**src/rtl/fifo_ram_controller.sv**
```systemverilog
// FIFO controller for a single-clock dual-port RAM (registered write, combinational read).
// Keeps the pointers, the occupancy count and the full/empty flags, and presents
// first-word-fall-through read data.
module fifo_ram_controller #(
  parameter int unsigned DATA_WIDTH = 8,
  parameter int unsigned MEM_DEPTH  = 4,
  parameter int unsigned ADDR_WIDTH = (MEM_DEPTH > 1) ? $clog2(MEM_DEPTH) : 1
) (
  input  logic                  clk,
  input  logic                  reset,
  input  logic                  push,
  input  logic                  pop,
  input  logic [DATA_WIDTH-1:0] data_in,
  input  logic [DATA_WIDTH-1:0] ram_q,
  output logic [DATA_WIDTH-1:0] ram_data,
  output logic [ADDR_WIDTH-1:0] ram_write_addr,
  output logic [ADDR_WIDTH-1:0] ram_read_addr,
  output logic                  ram_we,
  output logic [DATA_WIDTH-1:0] data_out,
  output logic                  full,
  output logic                  empty,
  output logic [ADDR_WIDTH:0]   count,
  output logic                  overflow,
  output logic                  underflow
);

  localparam int unsigned CNT_W = ADDR_WIDTH + 1;
  localparam logic [ADDR_WIDTH-1:0] LAST_ADDR = ADDR_WIDTH'(MEM_DEPTH - 1);
  localparam logic [CNT_W-1:0]      FULL_CNT  = CNT_W'(MEM_DEPTH);

  logic [ADDR_WIDTH-1:0] wr_ptr_q, wr_ptr_d;
  logic [ADDR_WIDTH-1:0] rd_ptr_q, rd_ptr_d;
  logic [CNT_W-1:0]      count_q, count_d;
  logic                  overflow_q, overflow_d;
  logic                  underflow_q, underflow_d;
  logic                  push_ok, pop_ok;
  logic                  full_s, empty_s;

  // Flags come from the registered count only.
  assign full_s  = (count_q == FULL_CNT);
  assign empty_s = (count_q == '0);

  // Accept rules: a push into a full FIFO is allowed when a pop frees the head slot.
  assign push_ok = push & (~full_s | pop);
  assign pop_ok  = pop & ~empty_s;

  // Next-state: pointer wrap by explicit compare so non-power-of-2 depths work.
  always_comb begin
    wr_ptr_d    = wr_ptr_q;
    rd_ptr_d    = rd_ptr_q;
    count_d     = count_q;
    overflow_d  = push & ~push_ok;
    underflow_d = pop & ~pop_ok;
    if (push_ok) begin
      wr_ptr_d = (wr_ptr_q == LAST_ADDR) ? '0 : wr_ptr_q + ADDR_WIDTH'(1);
    end
    if (pop_ok) begin
      rd_ptr_d = (rd_ptr_q == LAST_ADDR) ? '0 : rd_ptr_q + ADDR_WIDTH'(1);
    end
    case ({push_ok, pop_ok})
      2'b10:   count_d = count_q + CNT_W'(1);
      2'b01:   count_d = count_q - CNT_W'(1);
      default: count_d = count_q;
    endcase
  end

  // State register; async reset discards all stored words (RAM is left untouched).
  always_ff @(posedge clk or negedge reset) begin
    if (!reset) begin
      wr_ptr_q    <= '0;
      rd_ptr_q    <= '0;
      count_q     <= '0;
      overflow_q  <= 1'b0;
      underflow_q <= 1'b0;
    end else begin
      wr_ptr_q    <= wr_ptr_d;
      rd_ptr_q    <= rd_ptr_d;
      count_q     <= count_d;
      overflow_q  <= overflow_d;
      underflow_q <= underflow_d;
    end
  end

  assign ram_data       = data_in;
  assign ram_write_addr = wr_ptr_q;
  assign ram_read_addr  = rd_ptr_q;
  assign ram_we         = push_ok;
  assign data_out       = ram_q;
  assign full           = full_s;
  assign empty          = empty_s;
  assign count          = count_q;
  assign overflow       = overflow_q;
  assign underflow      = underflow_q;

endmodule

```
**config.mk**
```make
export PLATFORM = sky130hd
export DESIGN_NAME = fifo_ram_controller
export DESIGN_NICKNAME = d
export VERILOG_FILES = /design/src/rtl/fifo_ram_controller.sv
export SDC_FILE = /design/constraint.sdc
export NUM_CORES = 1
export LEC_CHECK = 0
export BUFFER_PORTS_ARGS = -buffer_cell sky130_fd_sc_hd__buf_2
export CAP_MARGIN = 20
export CORE_UTILIZATION = 37
export CTS_CLUSTER_SIZE = 8
export DETAILED_ROUTE_END_ITERATION = 12
export MAX_ROUTING_LAYER = met4
export PLACE_DENSITY = 0.76
export SYNTH_ARGS = -nofsm -noshare
export SYNTH_HDL_FRONTEND = slang
export SYNTH_SLANG_ARGS = --single-unit
```
**constraint.sdc**
```tcl
create_clock -name clk -period 2.66 [get_ports clk]
set_input_delay 0.665 -clock clk [delete_from_list [all_inputs] [get_ports clk]]
set_output_delay 0.665 -clock clk [all_outputs]
set_load 0.02 [all_outputs]
```
==> impl_metrics.csv <==
group,metric,value,unit
run,drv_cap,0,
sta,slew_headroom,79.5,%
die,die_w,41.5,µm
pwr,peakVddDrop,0.000571,V
grt,grt_usage,10.7,%
pwr,sw_frac_of_total,42.5,%
yosys,synth_cell_types,18,
sta,fin_skew,1.00,ps
yosys,syn_area_per_cell,10.9,µm²
die,io_pins,48,
sta,hold_violations,0,
yosys,ys_seq_area_share,39.0,%
cts,clockRootBuffer,"clkbuf_4",
place,dp_cells,67,
routing,drt_pass1_iterations,3,
sta,rsz0062_at_grt,"false",
cts,clkSinkCount,9,
yosys,synth_top_family_by_area,"buffers and inverters",
die,die_area,1720,µm²
worst_setup_path,cp_max_fo,5,
cts,cts_buffers,3,
cts,cts_buffer_depth,2,
routing,via_count,338,
yosys,synth-seq-cells,9,
worst_setup_path,cp-endpoint,"count[2]",
run_status,run_status,"completed",
yosys,synth.yosys.warnings,0,
worst_setup_path,arrival,2410,ps
grt,antenna_found_initial,0,
pwr,power.switching,0.323,mW
pwr,seqPwrFrac,34.1,%
die,fp-row-count,13,
sta,fmaxAchievable,0.447,GHz
cts,clkTransAtPathRegs,60,ps
place,finalWeightedCongestion,0.720,
cts,post_cts_buffers,0,
yosys,synth_mux_area_share,9.11,%
cts,clock_latency,250,ps
yosys,synthSimpleGateAreaFrac,8.89,%
finish,fin_cells,71,
pwr,power_density,1320,nW/µm²
yosys,synth_fa_ha_area_share,9.98,%
routing,routedWlPerCell,11.3,µm
grt,grt_max_degree,10,
die,design.core.area,1380,µm²
finish,synthToLayoutAreaGrowth,0,%
sta,finalSetupViolCount,0,
routing,routed_wl,802,µm
yosys,syn-num-nets,77,
worst_setup_path,critical_path_required,2830,ps
yosys,syn-cell-area,577,µm²
finish,insertedDiodeCount,0,
routing,avgViaCountPerCell,4.76,
worst_setup_path,crit_start,"count[1]",
place,port_buffers,15,
sta,worst-slew-pin-transition,305,ps
yosys,synth_compound_area_share,3.69,%
yosys,yosys.area_share.xor_xnor,4.56,%
sta,setup_tns,0,ps
routing,antenna_left,0,
worst_setup_path,rrSetupSlack,420,ps
routing,drc,0,
worst_setup_path,timing.rr.end,"count[2]",
die,die_h,41.5,µm
grt,grt_pass1_wl,1350,µm
pwr,combPwrFrac,52.4,%
yosys,synthCells,53,
cts,cts_hold_buf,0,
die,initial_core_util,41.7,%
worst_setup_path,reg2reg_from,"count[1]",
worst_setup_path,endpoint_kind,"register",
hold_path,min_path_type,"primary input to asynchronous set/reset pin",
cts,cts_tree,"yes",
finish,nets,81,
routing,drt-initial-drc-count,6,
cts,ctsResizeCount,0,
finish,drive_above_1_share,42.9,%
worst_setup_path,critPathKind,"register to register",
sta,period_share,84.1,%
sta,period_minus_slack,2240,ps
worst_setup_path,rr_worst_depth,8,
cts,h-tree-depth,1,
grt,grt_pass1_vias,323,
pwr,clkPwrFrac,13.5,%
pwr,p_leak,0.314,nW
worst_setup_path,startpoint_type,"register",
place,dp_hpwl,655,µm
finish,post-route-util,41.7,%
grt,grt.overflow.total,0,
pwr,p_int,0.437,mW
sta,slew_viol_final,0,
## layout by cell type, fill, tap and decap left out
cell / count
nand2b_1: 1
mux2_4: 2
nor3b_1: 1
xnor2_1: 1
fa_1: 1
buf_2: 15
xor2_1: 2
o21ai_4: 1
nor2_1: 3
nor3_1: 1
mux2_2: 2
or3b_4: 1
clkbuf_4: 3
and2_1: 1
nand2_1: 1
dfrtp_1: 9
inv_1: 6
clkbuf_1: 1
o21ai_0: 1
ha_1: 3
## Yosys cell counts
cell      instances  area [µm²]
buf_4            16         120
dfrtp_1           9         225
inv_1             6        22.5
ha_1              3        37.5
nor2_1            3        11.3
mux2_2            2        22.5
mux2_4            2        30.0
xor2_1            2        17.5
and2_1            1        6.26
fa_1              1        20.0
nand2_1           1        3.75
nand2b_1          1        6.26
nor3_1            1        5.00
nor3b_1           1        7.51
o21ai_0           1        5.00
o21ai_4           1        16.3
or3b_4            1        11.3
xnor2_1           1        8.76
## worst max-delay path, cell delays in order, from the launching register on
cell	delay, ps
dfrtp_1	420
or3b_4	440
o21ai_4	210
ha_1	220
inv_1	60
fa_1	370
xor2_1	150
nor2_1	110
xor2_1	170
## worst min-delay path by stage
stage / start / end / slack, ps
6_report: reset / overflow / 250
5_1_grt: reset / ram_read_addr[1] / 250
4_1_cts: reset / overflow / 250
3_5_place_dp: reset / overflow / 530
3_3_place_gp: count[2] / count[2] / 500
2_1_floorplan: reset / count[0] / 370
## sequential cells by signal (all words and copies together), names as in the netlist
register        flops
ram_write_addr      2
ram_read_addr       2
overflow            1
underflow           1
count               3
## metrics by stage
| step | area [µm²] | power, mW | worst slack [ps] | hold slack (ps) |
|---|---|---|---|---|
| 2_1_floorplan | 577 | 0.582 | 442 | 369 |
| 3_3_place_gp | 551 | 0.649 | 506 | 498 |
| 3_5_place_dp | 551 | 0.670 | 410 | 526 |
| 4_1_cts | 577 | 0.776 | 391 | 250 |
| 5_1_grt | 577 | 0.834 | 254 | 248 |
| 6_report | 577 | 0.760 | 424 | 250 |
## cell families (layout without fill, tap and decap cells)
family | Yosys count | count (layout)
fa+ha+maj | 4 | 4
buf+inv | 22 | 25
compound gates | 2 | 2
xor+xnor | 3 | 3
flops | 9 | 9
mux | 4 | 4
simple gates | 9 | 9
## final cells by class
type | count | area, µm²
inverters | 6 | 22.5
clock buffers | 4 | 26.3
well taps | 15 | 18.8
repair buffers | 15 | 75.1
flip-flops and latches | 9 | 225
multi-input cells | 22 | 209
fillers | 139 | 806
## routing by layer
layer	global-route usage (%)	share of wire, %	up-vias
met5	-	0	-
met4	6.45	0.62	0
met3	4.35	9.6	4
met2	15.0	51	15
met1	12.7	39	162
li1	-	-	157
## power groups by stage
stage               sequential (mW)  clock [mW]  combinational, mW
detailed placement            0.263           0              0.407
floorplan                     0.329           0              0.253
global route                  0.269       0.117              0.447
CTS                           0.261       0.108              0.407
global placement              0.258           0              0.392
finish                        0.259       0.102              0.399
Note: power is estimated with default switching activity, not from simulation.
